--- config.mk ---
export PLATFORM = sky130hd
export DESIGN_NAME = bit_scan_encoder
export DESIGN_NICKNAME = d
export VERILOG_FILES = /design/src/rtl/bit_scan_pkg.sv /design/src/rtl/lead_one_encoder.sv /design/src/rtl/bit_scan_encoder.sv
export SDC_FILE = /design/constraint.sdc
export NUM_CORES = 1
export LEC_CHECK = 0
export ABC_AREA = 0
export CAP_MARGIN = 40
export CORE_MARGIN = 2
export CORE_UTILIZATION = 42
export DETAILED_ROUTE_END_ITERATION = 7
export DONT_BUFFER_PORTS = 1
export SYNTH_ARGS = -nofsm -noshare
export SYNTH_HDL_FRONTEND = slang
export SYNTH_SLANG_ARGS = --single-unit
--- constraint.sdc ---
create_clock -name clk -period 2.19 [get_ports clk]
set_clock_uncertainty 0.2 [all_clocks]
set_input_delay 0.3285 -clock clk [delete_from_list [all_inputs] [get_ports clk]]
set_output_delay 0.3285 -clock clk [all_outputs]
set_load 0.005 [all_outputs]
--- src/rtl/bit_scan_pkg.sv ---
// bit_scan_pkg: shared types and helpers for the bit_scan_encoder slice.
//   scan_state_t : scanner FSM state encoding
//   SCAN_MAX_W   : widest mask the onehot_le1 helper can inspect
//   onehot_le1() : 1 when at most one bit of the (zero-extended) mask is set
package bit_scan_pkg;

  typedef enum logic {
    IDLE = 1'b0,
    SCAN = 1'b1
  } scan_state_t;

  // Callers size-cast their mask up to this width; WIDTH must not exceed it.
  localparam int SCAN_MAX_W = 1024;

  // Clearing the lowest set bit leaves zero iff at most one bit was set.
  function automatic bit onehot_le1(input logic [SCAN_MAX_W-1:0] mask);
    return (mask & (mask - SCAN_MAX_W'(1))) == '0;
  endfunction

endpackage

--- src/rtl/lead_one_encoder.sv ---
// lead_one_encoder: combinational leading-one finder.
//   WIDTH   : mask width (power of two, >= 2)
//   mask    : bits to inspect
//   idx     : MSB-relative position of the highest set bit (0 when mask is 0)
//   is_zero : mask has no bits set
module lead_one_encoder #(
  parameter int WIDTH = 8,
  localparam int IDX_W = $clog2(WIDTH)
) (
  input  logic [WIDTH-1:0] mask,
  output logic [IDX_W-1:0] idx,
  output logic             is_zero
);

  // Walk LSB to MSB so the highest set bit is the last one written.
  always_comb begin
    idx     = '0;
    is_zero = 1'b1;
    for (int i = 0; i < WIDTH; i++) begin
      if (mask[i]) begin
        idx     = IDX_W'(WIDTH - 1 - i);
        is_zero = 1'b0;
      end
    end
  end

endmodule

--- src/rtl/bit_scan_encoder.sv ---
// bit_scan_encoder: accepts a WIDTH-bit mask over valid/ready and emits the
// MSB-relative index of every set bit, highest first, one per cycle.
//
// Build option: define BIT_SCAN_SKIP_ZERO_EN to drop all-zero masks silently
// (no beat, out_zero tied 0). Undefined, a zero mask yields one beat with
// out_idx 0, out_last 1, out_zero 1.
//
// Ports:
//   clk       : clock, all state on rising edge
//   reset     : synchronous active-high reset
//   in_valid  : in_mask valid
//   in_ready  : mask accepted this cycle (combinational from out_ready)
//   in_mask   : bitmask to scan
//   out_valid : beat valid
//   out_ready : consumer takes current beat
//   out_idx   : MSB-relative index of highest remaining set bit
//   out_last  : final beat of this mask
//   out_zero  : beat stands for an all-zero mask
//
// state | meaning
// IDLE  | no residual held, ready for a mask
// SCAN  | residual held, presenting one beat per cycle
module bit_scan_encoder
  import bit_scan_pkg::*;
#(
  parameter int WIDTH = 8,
  localparam int IDX_W = $clog2(WIDTH)
) (
  input  logic             clk,
  input  logic             reset,
  input  logic             in_valid,
  output logic             in_ready,
  input  logic [WIDTH-1:0] in_mask,
  output logic             out_valid,
  input  logic             out_ready,
  output logic [IDX_W-1:0] out_idx,
  output logic             out_last,
  output logic             out_zero
);

  localparam logic [WIDTH-1:0] MSB_ONE = {1'b1, {(WIDTH-1){1'b0}}};

  scan_state_t      state_q, state_d;
  logic [WIDTH-1:0] residual_q, residual_d;
`ifndef BIT_SCAN_SKIP_ZERO_EN
  logic             zero_q, zero_d;
`endif

  logic [IDX_W-1:0]      lead_idx;
  logic                  res_zero;
  logic [SCAN_MAX_W-1:0] res_ext;
  logic                  accept;
  logic                  beat_done;

  lead_one_encoder #(.WIDTH(WIDTH)) u_lead (
    .mask    (residual_q),
    .idx     (lead_idx),
    .is_zero (res_zero)
  );

  assign res_ext   = SCAN_MAX_W'(residual_q);
  assign accept    = in_valid && in_ready;
  assign beat_done = out_valid && out_ready;

  always_ff @(posedge clk) begin
    if (reset) begin
      state_q    <= IDLE;
      residual_q <= '0;
`ifndef BIT_SCAN_SKIP_ZERO_EN
      zero_q     <= 1'b0;
`endif
    end else begin
      state_q    <= state_d;
      residual_q <= residual_d;
`ifndef BIT_SCAN_SKIP_ZERO_EN
      zero_q     <= zero_d;
`endif
    end
  end

  always_comb begin
    state_d    = state_q;
    residual_d = residual_q;
`ifndef BIT_SCAN_SKIP_ZERO_EN
    zero_d     = zero_q;
`endif
    if (state_q == SCAN && beat_done) begin
      // A zero-mask beat has no bit to clear.
      if (!res_zero) residual_d = residual_q & ~(MSB_ONE >> lead_idx);
      if (out_last)  state_d    = IDLE;
    end
    // Accept only happens from IDLE or on the last-beat handshake, so it
    // always overrides the residual update above.
    if (accept) begin
`ifdef BIT_SCAN_SKIP_ZERO_EN
      if (in_mask == '0) begin
        state_d    = IDLE;
        residual_d = '0;
      end else begin
        state_d    = SCAN;
        residual_d = in_mask;
      end
`else
      state_d    = SCAN;
      residual_d = in_mask;
      zero_d     = (in_mask == '0);
`endif
    end
  end

  always_comb begin
    out_valid = 1'b0;
    out_idx   = '0;
    out_last  = 1'b0;
    out_zero  = 1'b0;
    if (state_q == SCAN) begin
      out_valid = 1'b1;
      out_idx   = lead_idx;
      out_last  = onehot_le1(res_ext);
`ifndef BIT_SCAN_SKIP_ZERO_EN
      out_zero  = zero_q;
`endif
    end
    in_ready = !reset && (state_q == IDLE || (out_valid && out_last && out_ready));
  end

endmodule
-- Yosys cells after proc, flatten, opt, wreduce, memory -nomap -nowiden
Index checks and enable logic that the tools add are counted.
- flip-flop bits (word level): 10
- latch bits: 0
- bits in writable memories: 0
- ROM bits: 0
- output and inout bits: 7
- word-level logic and storage cells: 50
- memories kept: 0
- add/subtract/negate cells: 1
- multipliers: 0
- divide/modulo/power cells: 0
- $lt $le $gt $ge: 0
- equal/unequal tests: 1
- shift operators: 1
- multiplexer cells: 26
- bitwise gates (word level): 4
- reduce and logical (&&, ||, !) cells: 14
- operators with widths (kind ; count):
    $and A8 B1024 Y1024 ; 1
    $logic_not A1024 Y1 ; 1
    $mux W3 ; 9
    $mux W8 ; 3
    $mux W1 ; 14
    $sub A8 B1 Y9 const B ; 1
    $and A8 B8 Y8 ; 1
    $logic_not A8 Y1 ; 1
    $not A8 Y8 ; 1
    $shr A8 B3 Y8 const A ; 1
    $logic_and A1 B1 Y1 ; 6
    $reduce_and A2 Y1 ; 2
    $reduce_bool A2 Y1 ; 2
    $ne A2 B1 Y1 const B ; 1
    $logic_not A1 Y1 ; 1
    $logic_or A1 B1 Y1 ; 1
    $not A1 Y1 ; 1

-- Depth between registers and ports, before layout
Gate-level depths: netlist (run 1).
- depth in word-level cells: 14
- mapped depth: 7

-- Hierarchy
A second synthesis (run 1) with hierarchy kept.
- cells, all modules: 87
- area, all modules: 720.7 um^2
- by module, submodules not included (module ; times used ; cells an instance ; area an instance (um^2) ; seq. area each (um^2)):
    bit_scan_encoder ; 1 ; 73 ; 634.4 ; 200.2
    lead_one_encoder ; 1 ; 14 ; 86.3 ; 0.0

-- Least setup slack after synthesis (run 1)
OpenSTA, ideal clock, no wires.
- path kind: flip-flop to flip-flop
- from: register residual_q[4]
- to: register residual_q[3]
- library setup time: 121 ps
- arrival time: 1863 ps
- required time: 1869 ps
- slack: 5 ps
- stages on the path, launching flop included: 8
- buffers on the path: 2
- clock period less this slack: 2185 ps
- path through: dfxtp_1 > buf_6 > or4_1 > o32a_1 > a31oi_4 > and3_1 > buf_6 > mux2_4
- word-level cells in the longest chain between the ends: 11
- RTL lines (element ; line ; text):
    from (decl) ; bit_scan_encoder.sv:44 ; logic [WIDTH-1:0] residual_q, residual_d;
    from (signal assigned) ; bit_scan_encoder.sv:74 ; residual_q <= residual_d;
    $sub A8 B1 Y9 ; bit_scan_pkg.sv:17 ; return (mask & (mask - SCAN_MAX_W'(1))) == '0;
    $and A8 B1024 Y1024 ; bit_scan_pkg.sv:17 ;
    $logic_not A1024 Y1 ; bit_scan_pkg.sv:17 ;
    $mux W1 ; bit_scan_encoder.sv:116 ; if (state_q == SCAN) begin
    $logic_and A1 B1 Y1 (2 in series) ; bit_scan_encoder.sv:124 ; in_ready = !reset && (state_q == IDLE || (out_valid && out_last && out_ready));
    $logic_or A1 B1 Y1 ; bit_scan_encoder.sv:124 ;
    $logic_and A1 B1 Y1 ; bit_scan_encoder.sv:124 ;
    $logic_and A1 B1 Y1 ; bit_scan_encoder.sv:62 ; assign accept = in_valid && in_ready;
    $ne A2 B1 Y1 (no line) or $reduce_bool A2 Y1 (tied branches) ; n/a ;
    $reduce_and A2 Y1 (no line) ; n/a ;
Parallel ways exist; a longest one is shown, timed or not. The select of a mux whose other input is x is not followed.
A chain may end at the register's enable or synchronous reset.

-- Final worst setup path (run 1)
- from: register residual_q[0]
- to: output in_ready
- word-level cells in the longest chain between the ends: 8
- RTL lines (element ; line ; text):
    $sub A8 B1 Y9 ; bit_scan_pkg.sv:17 ;
    $and A8 B1024 Y1024 * ; bit_scan_pkg.sv:17 ;
    $logic_not A1024 Y1 * ; bit_scan_pkg.sv:17 ;
    $mux W1 * ; bit_scan_encoder.sv:116 ;
    $logic_and A1 B1 Y1 * (2 in series) ; bit_scan_encoder.sv:124 ;
    $logic_or A1 B1 Y1 * ; bit_scan_encoder.sv:124 ;
    $logic_and A1 B1 Y1 * ; bit_scan_encoder.sv:124 ;
    to (decl) ; bit_scan_encoder.sv:32 ; output logic in_ready,
Every way passes the cells marked *; elsewhere a longest branch is shown, timed or not.

==> tab_implementation.tex, run 1 <==
\begin{tabular}{lr}
\hline
Metric & Value \\
\hline
\multicolumn{2}{l}{\textbf{Finish}} \\
Fin cells & 120 \\
Antenna diode count & 0 \\
Area growth from synthesis to final layout & 49.90\% \\
Layout cell share with drive strength beyond 1 & 36.54\% \\
Total Nets Final & 117 \\
Number of filler instances in the final layout & 130 \\
Finished Core Util & 66.41\% \\
\multicolumn{2}{l}{\textbf{Setup path}} \\
Top fanout value on the critical path & 5 \\
Worst setup path startpoint & residual\_q[0]\$\_SDFFE\_PP0P\_ \\
Worst setup endpoint & in\_ready \\
Largest stage delay on the critical path & 0.41 ns \\
Worst-case reg-to-reg path depth & 6 \\
Category of the worst setup path capture point & output port \\
Reg2reg start & residual\_q[0]\$\_SDFFE\_PP0P\_ \\
Cell class contributing the biggest share of worst-path delay & simple AND/OR/NAND/NOR gates \\
Worst reg2reg path endpoint & residual\_q[3]\$\_SDFFE\_PP0P\_ \\
Data arrival time of the critical path & 1.78 ns \\
Worst path depth & 5 \\
Crit path launch type & flip-flop \\
Critical setup path kind & reg2out \\
Worst path slowest cell & or3\_4 \\
Worst Path Buf+Inv & 1 \\
Reg-to-reg slack, setup & 0.01 ns \\
CP Cell Sequence & or3\_4 -> a211o\_1 -> a31oi\_4 -> buf\_6 -> and2\_4 \\
Critical path data required time & 1.66 ns \\
\multicolumn{2}{l}{\textbf{Timing}} \\
Share of the cycle needed by the critical path after routing & 105.4\% \\
Count of final setup violators & 2 \\
Peak Freq & 0.4334 GHz \\
Post-layout worst setup margin & -0.1172 ns \\
Max-slew violations & 0 \\
Worst Max-Slew Pin Slew & 0.4270 ns \\
RSZ-0062 raised after global routing & true \\
Slew headroom & 71.32\% \\
Shortest clock period the worst path allows after layout & 2.307 ns \\
Setup TNS after final layout & -0.1248 ns \\
Final count of hold timing violations & 0 \\
\multicolumn{2}{l}{\textbf{Clocking}} \\
Clock slew at reported path FFs & 0.07 ns \\
Clk\_lat worst skew & 0.28 ns \\
Clock tree from TritonCTS & built \\
Depth of the CTS H-tree & 1 \\
Clock buffer depth & 2 \\
CTS Buf Count & 3 \\
Total clock sinks & 10 \\
Root buffer cell & clkbuf\_4 \\
\multicolumn{2}{l}{\textbf{Placed design}} \\
Dpl cells & 100 \\
HPWL after detailed placement & 1351 um \\
Weighted congestion at the end of routability-driven global placement & 0.8080 \\
Worst setup slack after placement & 0.02022 ns \\
Buffers added on ports & 0 \\
\multicolumn{2}{l}{\textbf{Global routing}} \\
Met3 capacity usage during global routing & 4.583\% \\
Routing usage on met2 & 37.61\% \\
Initial antenna violation count & 0 \\
Global-route layer with the greatest usage & met2 \\
GRT Total Usage & 24.66\% \\
Residual overflow from global routing & 0 \\
First-pass GRT wire length & 3332 um \\
Maximum number of pins on one net before global-route repair & 8 \\
M1 GR Usage & 32.90\% \\
Vias in the first global route & 697 \\
\multicolumn{2}{l}{\textbf{Routing}} \\
Number of nets with antenna violations after routing & 0 \\
Via density per instance & 5.992 \\
Final routed wirelength across all metal layers & 2043 um \\
Remaining routing DRC violations & 0 \\
First-iteration detailed-routing DRC count & 24 \\
Pre-Repair DR Iteration Count & 4 \\
Vias & 719 \\
Detail-routed net length per standard cell & 17.03 um \\
\multicolumn{2}{l}{\textbf{Pwr}} \\
Overall power & 0.5992 mW \\
Pwr per Cell Area & 613.1 mW/mm\^{}2 \\
Worst IR drop on VDD & 0.4512 mV \\
Leak Pwr & 0.4124 nW \\
\multicolumn{2}{l}{\textbf{Floorplan}} \\
Height of the die & 43.40 um \\
Rows & 14 \\
I/O pin total & 19 \\
Floorplan die width & 43.40 um \\
Area enclosed by the die boundary & 0.001883 mm\^{}2 \\
Starting density of the core & 44.30\% \\
Core Area & 0.001471 mm\^{}2 \\
\multicolumn{2}{l}{\textbf{Run status}} \\
Failing checks & negative setup slack \\
Status & finished, violations left \\
\multicolumn{2}{l}{\textbf{Logic synthesis}} \\
Post-synth top cells & dfxtp\_1 (10), a32o\_1 (7), a21oi\_1 (5), nand2\_1 (5), inv\_1 (4) \\
Most used DFF post-synth & dfxtp\_1 \\
Most area-hungry cell type in the Yosys netlist & dfxtp\_1 \\
Part of the Yosys area used for sequential elements & 30.71\% \\
Total nets after synthesis & 85 \\
Top-count cell post-synth & dfxtp\_1 \\
Yosys warning count & 0 \\
Top cell type's share of synthesized area & 30.71\% \\
Cell types with the largest area share after synthesis & dfxtp\_1 (31\%), a32o\_1 (11\%), buf\_6 (5.2\%) \\
Number of unique standard cell types used by synthesis & 34 \\
Post-Syn Instances & 73 \\
Count of state elements after synthesis & 10 \\
EDFF count, synth & 0 \\
Mapped Area & 651.9 um\^{}2 \\
Post-synth ARST share & 0\% \\
Mean instance size in the synthesized netlist & 8.930 um\^{}2 \\
\multicolumn{2}{l}{\textbf{Flow run}} \\
\# Max-Cap Violations & 0 \\
\multicolumn{2}{l}{\textbf{Hold path}} \\
Worst hold-check path type & in2reg \\
\hline
\end{tabular}
## metal layers
| metal | up-vias | share of wire (%) |
|---|---|---|
| li1 | 353 | - |
| met1 | 339 | 44 |
| met3 | 7 | 5.1 |
| met2 | 20 | 48 |
| met5 | - | 0 |
| met4 | 0 | 3.0 |
## through the flow
| stage | cell area, um^2 | hold WS (ns) |
|---|---|---|
| final | 977.2 | 0.01752 |
| after global routing | 977.2 | 0.02029 |
| after CTS | 950.9 | 0.02125 |
| after detailed placement | 743.2 | 0.2028 |
| after global placement | 743.2 | 0.2023 |
| after floorplan | 651.9 | 0.1976 |
## report_power, final
part / total (mW) / internal [mW] / switching [mW]
combinational: 0.213 / 0.118 / 0.0951
clock: 0.174 / 0.101 / 0.0731
sequential: 0.212 / 0.195 / 0.0162
## repair_timing
| action | 4_1_cts | 5_1_grt |
|---|---|---|
| hold endpoints to repair | 9 | 0 |
| gates cloned | 0 | 0 |
| hold buffers | 10 | 0 |
| setup endpoints to repair | 3 | 10 |
| setup buffers | 6 | 0 |
| pin swaps | 4 | 0 |
| resized for setup | 11 | 4 |
## placed cells by master (no fill, tap or decap), drive strengths merged, types with 2 or more instances in the layout
cell         Yosys  final
buf              3     20
nor3             3      3
dlygate4sd3      0     10
o21ai            2      2
a21oi            5      5
a2111oi          2      2
nand3            2      2
inv              4      4
nor2             3      3
nand2b           2      2
or3              2      2
nor2b            2      2
a32o             7      7
nand2            5      5
dfxtp           10     10
clkbuf           0      4
and2             2      2
nor4             2      2
## registers in the layout (all words and copies together), names as in the netlist
register and cells:
residual_q 8, state_q 1, zero_q 1
## cell families (layout without fill, tap and decap cells)
family	after synthesis	count (layout)	share of synthesized area (%)
buffers and inverters	7	38	7.485
AO/OA/AOI/OAI	26	26	34.36
multiplexers	2	2	3.838
flip-flops	10	10	30.71
AND/OR/NAND/NOR	28	28	23.61
## worst min path at each step
stage / start / endpoint / slack, ns / depth (start not counted)
after floorplan: reset / state_q$_SDFFE_PP0P_ / 0.20 / 1
after global placement: reset / state_q$_SDFFE_PP0P_ / 0.20 / 1
after detailed placement: reset / state_q$_SDFFE_PP0P_ / 0.20 / 1
after CTS: in_valid / zero_q$_SDFFE_PP0P_ / 0.02 / 2
after global routing: in_valid / zero_q$_SDFFE_PP0P_ / 0.02 / 2
final: in_valid / zero_q$_SDFFE_PP0P_ / 0.02 / 2
## layout make-up
| class | instances | area, um^2 | area share, % |
|---|---|---|---|
| inverters | 4 | 15.01 | 1.536 |
| multi-input cells | 56 | 441.7 | 45.20 |
| clock buffers | 4 | 36.28 | 3.713 |
| repair buffers | 30 | 254.0 | 25.99 |
| well taps | 16 | 20.02 | 2.049 |
| flip-flops and latches | 10 | 210.2 | 21.51 |
## worst register-to-register path: cells and delay by family (launching register included)
kind / cells / cell delay [ns]
AO/OA/AOI/OAI: 2 / 0.48
multiplexers: 1 / 0.29
flip-flops: 1 / 0.36
buffers and inverters: 1 / 0.14
AND/OR/NAND/NOR: 2 / 0.60
Note: power is estimated with default switching activity, not from simulation.
==> inputs of run 2 (changes only) <==
CELL_PAD_IN_SITES_DETAIL_PLACEMENT = 1   (was default)
CELL_PAD_IN_SITES_GLOBAL_PLACEMENT = 2   (was default)
CORE_ASPECT_RATIO = 1.4   (was default)
CORE_UTILIZATION = 31   (was 42)
PLACE_DENSITY = 0.68   (was default)
==> tab_implementation.tex, run 2 (synthesis results as in run 1) <==
\begin{tabular}{lr}
\hline
Metric & Value \\
\hline
\multicolumn{2}{l}{\textbf{Timing}} \\
RSZ-0062 raised after global routing & true \\
Worst Max-Slew Pin Slew & 0.4212 ns \\
Setup TNS after final layout & -0.1705 ns \\
Slew headroom & 71.66\% \\
Shortest clock period the worst path allows after layout & 2.299 ns \\
Count of final setup violators & 3 \\
Post-layout worst setup margin & -0.1088 ns \\
Final count of hold timing violations & 0 \\
Share of the cycle needed by the critical path after routing & 105.0\% \\
Peak Freq & 0.4350 GHz \\
Max-slew violations & 0 \\
\multicolumn{2}{l}{\textbf{Finish}} \\
Antenna diode count & 0 \\
Layout cell share with drive strength beyond 1 & 40.57\% \\
Area growth from synthesis to final layout & 55.09\% \\
Commonest non-fill, non-tap cells in the layout & buf\_4 (22), dlygate4sd3\_1 (9), a32o\_1 (7) \\
Largest register by flop count & residual\_q \\
Total Nets Final & 119 \\
Finished Core Util & 51.24\% \\
Leading cell type in the layout, fill and taps excluded & buf\_4 \\
Number of filler instances in the final layout & 233 \\
Fin cells & 127 \\
Flip-flop count of the largest register after layout & 8 \\
Largest regs & residual\_q: 8 flops, state\_q: 1 flops, zero\_q: 1 flops \\
\multicolumn{2}{l}{\textbf{Setup path}} \\
Data arrival time of the critical path & 1.77 ns \\
Top fanout value on the critical path & 6 \\
Critical setup path kind & reg2out \\
Worst reg2reg path endpoint & residual\_q[3]\$\_SDFFE\_PP0P\_ \\
Worst-case reg-to-reg path depth & 6 \\
Reg2reg start & residual\_q[4]\$\_SDFFE\_PP0P\_ \\
Crit path launch type & flip-flop \\
Reg-to-reg slack, setup & -0.01 ns \\
Category of the worst setup path capture point & output port \\
Critical path data required time & 1.66 ns \\
\multicolumn{2}{l}{\textbf{Hold path}} \\
Terminating pin of the worst hold path & residual\_q[7]\$\_SDFFE\_PP0P\_ \\
Min-Delay Path Depth & 1 \\
Launch instance of the worst min-delay path & in\_mask[7] \\
Worst hold-check path type & in2reg \\
\multicolumn{2}{l}{\textbf{Clocking}} \\
Clk\_lat worst skew & 0.26 ns \\
Clock buffer depth & 2 \\
Depth of the CTS H-tree & 1 \\
CTS Buf Count & 3 \\
Root buffer cell & clkbuf\_4 \\
Total clock sinks & 10 \\
Clock tree from TritonCTS & built \\
Clock slew at reported path FFs & 0.08 ns \\
\multicolumn{2}{l}{\textbf{Floorplan}} \\
Area enclosed by the die boundary & 0.002491 mm\^{}2 \\
Core Area & 0.001973 mm\^{}2 \\
Rows & 19 \\
Floorplan die width & 42.76 um \\
Height of the die & 58.26 um \\
Starting density of the core & 33.04\% \\
I/O pin total & 19 \\
\multicolumn{2}{l}{\textbf{Global routing}} \\
Vias in the first global route & 845 \\
Initial antenna violation count & 0 \\
Maximum number of pins on one net before global-route repair & 8 \\
M1 GR Usage & 25.38\% \\
GRT Total Usage & 20.49\% \\
Routing usage on met2 & 37.45\% \\
First-pass GRT wire length & 3919 um \\
Global-route layer with the greatest usage & met2 \\
Residual overflow from global routing & 0 \\
Met3 capacity usage during global routing & 1.869\% \\
\multicolumn{2}{l}{\textbf{Pwr}} \\
Leak Pwr & 0.4254 nW \\
Overall power & 0.6166 mW \\
Worst IR drop on VDD & 0.3701 mV \\
Pwr per Cell Area & 609.9 mW/mm\^{}2 \\
\multicolumn{2}{l}{\textbf{Routing}} \\
Remaining routing DRC violations & 0 \\
Vias & 758 \\
Pre-Repair DR Iteration Count & 4 \\
Detail-routed net length per standard cell & 18.79 um \\
Via density per instance & 5.969 \\
First-iteration detailed-routing DRC count & 9 \\
Final routed wirelength across all metal layers & 2386 um \\
Number of nets with antenna violations after routing & 0 \\
\multicolumn{2}{l}{\textbf{Placed design}} \\
Buffers added on ports & 0 \\
HPWL after detailed placement & 1739 um \\
Dpl cells & 110 \\
Weighted congestion at the end of routability-driven global placement & 0.7858 \\
\multicolumn{2}{l}{\textbf{Run status}} \\
Failing checks & negative setup slack \\
Status & finished, violations left \\
\multicolumn{2}{l}{\textbf{Flow run}} \\
\# Max-Cap Violations & 0 \\
\hline
\end{tabular}
## run 2: report_power, final
part,internal (mW),switching [mW]
clock,0.101,0.0699
sequential,0.196,0.0198
combinational,0.129,0.101
## run 2: what timing repair did
action / 4_1_cts / 5_1_grt
hold buffers: 9 / 0
setup buffers: 3 / 1
resized for setup: 11 / 6
endpoints found under the hold margin: 8 / 0
endpoints found under the setup margin: 4 / 10
pin swaps: 3 / 2
## run 2: layout make-up
cell class | count | area [um^2] | share of cell area [%]
Timing Repair Buffer | 32 | 266.5 | 26.36
Inverter | 4 | 15.01 | 1.485
Sequential cell | 10 | 207.7 | 20.54
Tap cell | 21 | 26.28 | 2.599
Multi-Input combinational cell | 56 | 459.2 | 45.42
Clock buffer | 4 | 36.28 | 3.589
## run 2: per-stage QoR
stage | area (um^2) | worst slack [ns] | hold WS (ns)
after CTS | 974.7 | -0.1515 | 0.007418
after detailed placement | 787.0 | 0.01468 | 0.2019
final | 1011 | -0.1088 | 0.01183
after global routing | 1011 | -0.1425 | 0.01572
after floorplan | 651.9 | 0.005428 | 0.1976
after global placement | 787.0 | 0.03290 | 0.1989
## run 2: layer usage
| layer | wire [um] | share of wire, % |
|---|---|---|
| met5 | 0 | 0 |
| met4 | 7 | 0.29 |
| met3 | 93 | 3.9 |
| met2 | 1292 | 54 |
| met1 | 991 | 42 |
## run 2: how the worst max path moves through the flow
stage                               startpoint                    endpoint  cells after the start
detailed placement  residual_q[5]$_SDFFE_PP0P_  residual_q[1]$_SDFFE_PP0P_                      7
global placement    residual_q[5]$_SDFFE_PP0P_  residual_q[7]$_SDFFE_PP0P_                      7
CTS                 residual_q[4]$_SDFFE_PP0P_                    in_ready                      5
floorplan           residual_q[4]$_SDFFE_PP0P_  residual_q[3]$_SDFFE_PP0P_                      7
finish              residual_q[4]$_SDFFE_PP0P_                    in_ready                      5
global route        residual_q[4]$_SDFFE_PP0P_                    in_ready                      5
## run 2: worst max-delay path, stage by stage, from the launching register on
cell,delay (ns)
dfxtp_4,0.37
or4_4,0.47
o32a_1,0.22
a31oi_4,0.19
buf_6,0.12
and2_4,0.13
==> inputs of run 3 (changes only) <==
CORE_ASPECT_RATIO = default   (was 1.4)
CTS_CLUSTER_SIZE = 24   (was default)
==> tab_implementation.tex, run 3 (synthesis results as in run 1) <==
\begin{tabular}{lr}
\hline
Metric & Value \\
\hline
\multicolumn{2}{l}{\textbf{Placed design}} \\
Weighted congestion at the end of routability-driven global placement & 0.8115 \\
Dpl cells & 111 \\
Buffers added on ports & 0 \\
HPWL after detailed placement & 1627 um \\
\multicolumn{2}{l}{\textbf{Timing}} \\
Max-slew violations & 0 \\
Share of the cycle needed by the critical path after routing & 105.6\% \\
Worst hold slack & 0.007453 ns \\
Final count of hold timing violations & 0 \\
Count of final setup violators & 1 \\
Setup TNS after final layout & -0.1230 ns \\
RSZ-0062 raised after global routing & true \\
Peak Freq & 0.4323 GHz \\
Post-layout worst setup margin & -0.1230 ns \\
Slew headroom & 73.03\% \\
Worst Max-Slew Pin Slew & 0.3994 ns \\
Shortest clock period the worst path allows after layout & 2.313 ns \\
\multicolumn{2}{l}{\textbf{Routing}} \\
Via density per instance & 5.953 \\
Remaining routing DRC violations & 0 \\
Final routed wirelength across all metal layers & 2381 um \\
Pre-Repair DR Iteration Count & 4 \\
First-iteration detailed-routing DRC count & 15 \\
Vias & 768 \\
Number of nets with antenna violations after routing & 0 \\
Detail-routed net length per standard cell & 18.46 um \\
\multicolumn{2}{l}{\textbf{Clocking}} \\
Root buffer cell & clkbuf\_4 \\
Clock tree from TritonCTS & built \\
CTS Buf Count & 3 \\
Clock buffer depth & 2 \\
Clock slew at reported path FFs & 0.07 ns \\
Depth of the CTS H-tree & 1 \\
Clk\_lat worst skew & 0.27 ns \\
Total clock sinks & 10 \\
\multicolumn{2}{l}{\textbf{Finish}} \\
Area used by sequential logic in the layout & 210.2 um\^{}2 \\
Largest regs & residual\_q: 8 flops, state\_q: 1 flops, zero\_q: 1 flops \\
Finished Core Util & 50.25\% \\
Flip-flop count of the largest register after layout & 8 \\
Fin cells & 129 \\
Total Nets Final & 116 \\
Number of filler instances in the final layout & 234 \\
Leading cell type in the layout, fill and taps excluded & buf\_4 \\
Area used by multi-input combinational logic & 454.2 um\^{}2 \\
Largest register by flop count & residual\_q \\
Commonest non-fill, non-tap cells in the layout & buf\_4 (17), dlygate4sd3\_1 (9), a32o\_1 (7) \\
Area growth from synthesis to final layout & 52.78\% \\
Layout cell share with drive strength beyond 1 & 38.24\% \\
Antenna diode count & 0 \\
\multicolumn{2}{l}{\textbf{Run status}} \\
Failing checks & negative setup slack \\
Status & finished, violations left \\
\multicolumn{2}{l}{\textbf{Setup path}} \\
Worst path depth & 5 \\
Crit path launch type & flip-flop \\
Worst setup path startpoint & residual\_q[1]\$\_SDFFE\_PP0P\_ \\
Cell class contributing the biggest share of worst-path delay & simple AND/OR/NAND/NOR gates \\
CP Cell Sequence & or3\_4 -> a211o\_1 -> a31oi\_4 -> buf\_4 -> and2\_2 \\
Top fanout value on the critical path & 5 \\
Worst-case reg-to-reg path depth & 6 \\
Category of the worst setup path capture point & output port \\
Largest stage delay on the critical path & 0.40 ns \\
Critical setup path kind & reg2out \\
Reg2reg start & residual\_q[1]\$\_SDFFE\_PP0P\_ \\
Worst path slowest cell & or3\_4 \\
Critical path data required time & 1.66 ns \\
Worst Path Buf+Inv & 1 \\
Data arrival time of the critical path & 1.78 ns \\
\multicolumn{2}{l}{\textbf{Hold path}} \\
Min-Delay Path Depth & 1 \\
Worst hold-check path type & in2reg \\
Launch instance of the worst min-delay path & in\_mask[3] \\
\multicolumn{2}{l}{\textbf{Global routing}} \\
Vias in the first global route & 779 \\
Initial antenna violation count & 0 \\
Residual overflow from global routing & 0 \\
Maximum number of pins on one net before global-route repair & 8 \\
First-pass GRT wire length & 3732 um \\
GRT Total Usage & 20.33\% \\
\multicolumn{2}{l}{\textbf{Pwr}} \\
Leak Pwr & 0.4024 nW \\
Pwr per Cell Area & 581.1 mW/mm\^{}2 \\
Worst IR drop on VDD & 0.3808 mV \\
Overall power & 0.5788 mW \\
\multicolumn{2}{l}{\textbf{Flow run}} \\
\# Max-Cap Violations & 0 \\
\multicolumn{2}{l}{\textbf{Floorplan}} \\
Height of the die & 49.86 um \\
Core Area & 0.001982 mm\^{}2 \\
I/O pin total & 19 \\
Starting density of the core & 32.89\% \\
Rows & 16 \\
Floorplan die width & 49.86 um \\
Area enclosed by the die boundary & 0.002486 mm\^{}2 \\
\hline
\end{tabular}
[run 3: where the power goes]
| group | switching [mW] | internal [mW] |
|---|---|---|
| registers | 0.0174 | 0.195 |
| clock network | 0.0682 | 0.0637 |
| logic | 0.106 | 0.128 |
[run 3: cell type report]
class	count	area share, %
Sequential cell	10	21.11
Tap cell	27	3.392
Timing Repair Buffer	29	26.13
Multi-Input combinational cell	56	45.60
Clock buffer	3	2.261
Inverter	4	1.508
[run 3: worst reg2reg max path, delay by kind of cell, from the launching register on]
family | cells | cell delay (ns)
and+or+nand+nor | 2 | 0.60
DFF | 1 | 0.36
buffers and inverters | 1 | 0.14
muxes | 1 | 0.30
AOI/OAI and AO/OA | 2 | 0.48
[run 3: metal layers]
metal	vias up	global-route usage, %	share of wire (%)
met1	386	24.81	42
met3	6	3.939	3.7
met2	25	34.00	51
met4	0	9.722	2.7
li1	351	-	-
met5	-	0	0
[run 3: final timing paths]
| kind | end | slack (ns) |
|---|---|---|
| min reg2reg | zero_q$_SDFFE_PP0P_ | 0.27 |
| max | in_ready | -0.12 |
| min | residual_q[3]$_SDFFE_PP0P_ | 0.007 |
| max reg2reg | residual_q[3]$_SDFFE_PP0P_ | 0 |
[run 3: what timing repair did]
action,CTS,global route
pin swaps,4,3
resized for setup,7,12
setup buffers,4,2
endpoints found under the hold margin,7,1
hold buffers,8,1
setup endpoints to repair,2,10
[run 3: per-stage QoR]
step,setup slack (ns),instance area [um^2]
floorplan,0.005428,651.9
global placement,0.04084,757.0
detailed placement,0.003647,757.0
CTS,-0.09862,904.6
global route,-0.1842,996.0
finish,-0.1230,996.0
==> variant 1, RTL diff (config.mk and constraints of run 2) <==
`WIDTH` is set to 8 in 2 places; all go to 16.
--- a/src/rtl/lead_one_encoder.sv
+++ b/src/rtl/lead_one_encoder.sv
@@ -4,7 +4,7 @@
 //   idx     : MSB-relative position of the highest set bit (0 when mask is 0)
 //   is_zero : mask has no bits set
 module lead_one_encoder #(
-  parameter int WIDTH = 8,
+  parameter int WIDTH = 16,
   localparam int IDX_W = $clog2(WIDTH)
 ) (
   input  logic [WIDTH-1:0] mask,
--- a/src/rtl/bit_scan_encoder.sv
+++ b/src/rtl/bit_scan_encoder.sv
@@ -23,7 +23,7 @@
 module bit_scan_encoder
   import bit_scan_pkg::*;
 #(
-  parameter int WIDTH = 8,
+  parameter int WIDTH = 16,
   localparam int IDX_W = $clog2(WIDTH)
 ) (
   input  logic             clk,
Interface: changed (resized in_mask and out_idx); port bits go from 19 to 28. The function was not compared with the original's and may differ.
==> variant 1 against run 2 <==
The run still ends with negative setup slack left; total power increased by 80%; clock power rose by 30%; cell area grew 86%; sequential share of layout area is 1.2 points lower; via count up 110%; core utilization shrank 6.8 points; sequential cell count up 8; highest routed layer unchanged; sequential power rose by 72%; routed wire length rose by 130%; critical endpoint unchanged; setup slack lost 260 ps; area after synthesis up 110%.
==> variant 1: results (changes against run 2) <==
[status]
outcome = complete, but fails checks  ; unchanged
failed_checks = negative setup slack  ; unchanged

[clock_tree]
path_clk_slew_ps = 60  ; was 80 ps
clock_tree.root_cell = sky130_fd_sc_hd__clkbuf_8  ; was sky130_fd_sc_hd__clkbuf_4

[hold_path]
hold_path_startpoint = in_mask[9]  ; was in_mask[7]

[route]
first_iter_violations = 32  ; was 9
vias = 1623  ; was 758
detail_route.wirelength_um = 5400  ; was 2390 um
viasPerCell = 5.95  ; was 5.97

[placed_design]
dpl.hpwl_um = 4020  ; was 1740 um
dpl-instance-area_um2 = 1580  ; was 787 um2
routabilityCongestion = 0.833  ; was 0.786

[synth]
synthesis.instances = 188  ; was 73
yosysUniqueCellTypes = 48  ; was 34
ys_top_cells_by_count = sky130_fd_sc_hd__a21oi_1, sky130_fd_sc_hd__dfxtp_1, sky130_fd_sc_hd__nor2_1, sky130_fd_sc_hd__nand3_1, sky130_fd_sc_hd__o21ai_0  ; was sky130_fd_sc_hd__dfxtp_1, sky130_fd_sc_hd__a32o_1, sky130_fd_sc_hd__a21oi_1, sky130_fd_sc_hd__nand2_1, sky130_fd_sc_hd__inv_1
register_area_share_after_synthesis = 0.265  ; was 0.307

[sta]
setup_viol = 19  ; was 3
final_critical_path_setup_slack_ps = -366  ; was -109 ps

[global_routing]
grt_first_pass_wirelength_um = 7890  ; was 3920 um

[cells_and_area]
postLayoutCoreUtil = 0.445  ; was 0.512
layout.clock.cell_area_share = 0.0219  ; was 0.0359
layout-drive-gt1-share = 0.385  ; was 0.406
finish.net_count = 235  ; was 119
inverters_excl_clock = 5  ; was 4
buffers = 34  ; was 32
final.fill_count = 522  ; was 233
layout.comb_gates.multi_input = 153  ; was 56

[setup_path]
critPathLaunch = residual_q[1]$_SDFFE_PP0P_  ; was residual_q[4]$_SDFFE_PP0P_
worstReg2RegEnd = residual_q[12]$_SDFFE_PP0P_  ; was residual_q[3]$_SDFFE_PP0P_

[pwr]
total_leakage_power_nw = 0.641  ; was 0.425 nW

[variant 1: cell types whose count changed in the layout (fill, tap and decap cells not counted), moves of 7 or more]
cell	change
sky130_fd_sc_hd__nor2_1	+13
sky130_fd_sc_hd__a21oi_2	+7
sky130_fd_sc_hd__dfxtp_1	+9
sky130_fd_sc_hd__o21ai_2	+13
sky130_fd_sc_hd__buf_4	+7
sky130_fd_sc_hd__a32o_1	-7
sky130_fd_sc_hd__nand4_1	+11
sky130_fd_sc_hd__a21oi_1	+10
sky130_fd_sc_hd__dlygate4sd3_1	-8
sky130_fd_sc_hd__nand3_1	+14
[variant 1: kinds of logic after synthesis]
group	synth area share
fa+ha+maj	0.0147
buf+inv	0.0699
flops	0.265
compound gates	0.293
simple gates	0.357
[variant 1: repair_timing]
| action | 4_1_cts | 5_1_grt |
|---|---|---|
| buffers inserted | 4 | 1 |
| setup endpoints to repair | 21 | 23 |
| hold buffers | 1 | 0 |
| pin swaps | 8 | 17 |
| gates resized for setup | 8 | 38 |
| cloned | 0 | 3 |
| endpoints found under the hold margin | 17 | 0 |
[variant 1: layer usage]
metal / track usage / part of all wire
met1: 0.252 / 0.41
met2: 0.364 / 0.51
met3: 0.0249 / 0.032
met4: 0.124 / 0.042
met5: 0 / 0
[variant 1: worst register-to-register path, stage by stage, from the launching register on]
cell and delay (ps):
sky130_fd_sc_hd__dfxtp_1 330, sky130_fd_sc_hd__or4_4 550, sky130_fd_sc_hd__nor4_4 280, sky130_fd_sc_hd__o22a_2 190
sky130_fd_sc_hd__buf_4 100, sky130_fd_sc_hd__buf_4 100, sky130_fd_sc_hd__and4_4 300, sky130_fd_sc_hd__clkbuf_16 170
sky130_fd_sc_hd__o21ai_2 60, sky130_fd_sc_hd__a21oi_1 150
==> variant 2, RTL diff (settings of run 2) <==
Without the edit above. Make the reset (`reset`) asynchronous in one clocked block. Comments in the files are not updated.
--- a/src/rtl/bit_scan_encoder.sv
+++ b/src/rtl/bit_scan_encoder.sv
@@ -62,7 +62,7 @@
   assign accept    = in_valid && in_ready;
   assign beat_done = out_valid && out_ready;
 
-  always_ff @(posedge clk) begin
+  always_ff @(posedge clk or posedge reset) begin
     if (reset) begin
       state_q    <= IDLE;
       residual_q <= '0;
Function: differs if reset is asserted again (counterexample within 4 cycles, from zero or initial values and one cycle with reset high); with reset held inactive, the same outputs for 4 cycles.
==> variant 2 against run 2 <==
The flow still finishes with violations (negative setup slack); worst hold slack improved by 19 ps; total power grew to 2.7 times the old value; cell area increased by 9.4%; area after synthesis up 28%; fmax up 1.2%; global-route usage rose by 2.2 points; critical path depth decreased by 1; routed wire length grew 22%; sequential cell count unchanged; setup slack improved by 28 ps; via count grew 24%; largest power group unchanged; highest routed layer unchanged.
==> variant 2: results (changes against run 2) <==
[status]
outcome = complete, but fails checks  ; unchanged
failed_checks = negative setup slack  ; unchanged

[setup_path]
worstReg2RegEnd = zero_q$_DFFE_PP0P_  ; was residual_q[3]$_SDFFE_PP0P_
r2r.worst_path.cells = 5  ; was 6
critPathLaunch = residual_q[4]$_DFFE_PP0P_  ; was residual_q[4]$_SDFFE_PP0P_
critical_path.max_stage_delay_ps = 570  ; was 470 ps
critical_path_peak_fanout = 4  ; was 6
critical_path_arrival_ps = 1740  ; was 1770 ps

[sta]
tightest_slew_ps = 407  ; was 421 ps
final_critical_path_setup_slack_ps = -81.2  ; was -109 ps
setup_viol = 3  ; unchanged

[route]
avgRoutedWirePerCell_um = 18.2  ; was 18.8 um
viasPerCell = 5.89  ; was 5.97
first_iter_violations = 14  ; was 9
vias = 942  ; was 758

[synth]
synthesis.nets = 117  ; was 85
ys_top_cells_by_count = sky130_fd_sc_hd__dfrtp_1, sky130_fd_sc_hd__nor2_1, sky130_fd_sc_hd__and3_1, sky130_fd_sc_hd__nand3_1, sky130_fd_sc_hd__nand4_1  ; was sky130_fd_sc_hd__dfxtp_1, sky130_fd_sc_hd__a32o_1, sky130_fd_sc_hd__a21oi_1, sky130_fd_sc_hd__nand2_1, sky130_fd_sc_hd__inv_1
yosysUniqueCellTypes = 39  ; was 34
synthesis.instances = 105  ; was 73
synthArstFlopShare = 1.00  ; was 0
synth_largest_type_area_fraction = 0.299  ; was 0.307
register_area_share_after_synthesis = 0.299  ; was 0.307
synthTopCellsByArea = sky130_fd_sc_hd__dfrtp_1, sky130_fd_sc_hd__and3_1, sky130_fd_sc_hd__nand4_1  ; was sky130_fd_sc_hd__dfxtp_1, sky130_fd_sc_hd__a32o_1, sky130_fd_sc_hd__buf_6

[global_routing]
grt_start_max_net_pins = 17  ; was 8
grt_first_pass_wirelength_um = 5110  ; was 3920 um
gr-usage-all-layers = 0.227  ; was 0.205
grt_pass1_vias = 1003  ; was 845

[cells_and_area]
finish.net_count = 137  ; was 119
final.fill_count = 332  ; was 233

[pwr]
total_leakage_power_nw = 0.470  ; was 0.425 nW
vdd_drop_max_v = 0.000613  ; was 0.000370 V

[hold_path]
min_to = residual_q[1]$_DFFE_PP0P_  ; was residual_q[7]$_SDFFE_PP0P_
hold_path_startpoint = in_mask[1]  ; was in_mask[7]
holdPathStages = 2  ; was 1

[placed_design]
dpl.cell_count = 151  ; was 110
dp_slack_ps = 35.6  ; was 14.7 ps
dpl.hpwl_um = 2210  ; was 1740 um

variant 2: cell types whose count changed after synthesis, moves of 7 or more:
cell                             run 2  this run
sky130_fd_sc_hd__a32o_1              7         0
sky130_fd_sc_hd__and3_1              1         8
sky130_fd_sc_hd__dfrtp_1             0        10
sky130_fd_sc_hd__dfxtp_1            10         0
sky130_fd_sc_hd__nand4_1             1         8
sky130_fd_sc_hd__nor2_1              3        10
variant 2: per-layer routing:
metal,GRT usage,part of all wire
met1,0.293,0.44
met2,0.373,0.53
met5,0,0
met3,0.0275,0.025
met4,0.0777,0.0099
variant 2: repair_timing:
item,CTS,global route
hold endpoints to repair,11,0
buffers inserted,2,1
endpoints found under the setup margin,2,5
resized for setup,4,2
pin swaps,2,0
hold buffers,2,0
variant 2: logic make-up after synthesis:
group	after synthesis	share of synthesized area
AND/OR/NAND/NOR	52	0.357
AO/OA/AOI/OAI	29	0.265
buffers and inverters	12	0.0553
flip-flops	10	0.299
multiplexers	1	0.0120
adder cells (fa/ha/maj)	1	0.0120
variant 2: metrics by stage:
stage,util,instance area [um2]
after floorplan,-,845
after global placement,0.382,990
after detailed placement,0.382,990
after CTS,0.420,1090
after global routing,0.427,1110
final,0.427,1110
variant 2: area by class of cell:
| cell class | instances | area [um2] | share of cell area |
|---|---|---|---|
| clock buffer | 4 | 36.3 | 0.0328 |
| sequential | 10 | 250 | 0.226 |
| tap | 36 | 45.0 | 0.0407 |
| inverter | 5 | 18.8 | 0.0170 |
| timing repair buffer | 22 | 170 | 0.154 |
| multi-input combinational | 83 | 586 | 0.529 |
variant 2: power breakdown:
group	total, mW	switching (mW)	internal (mW)
registers	0.316	0.0563	0.259
clock network	0.163	0.0626	0.101
logic	1.21	0.660	0.549
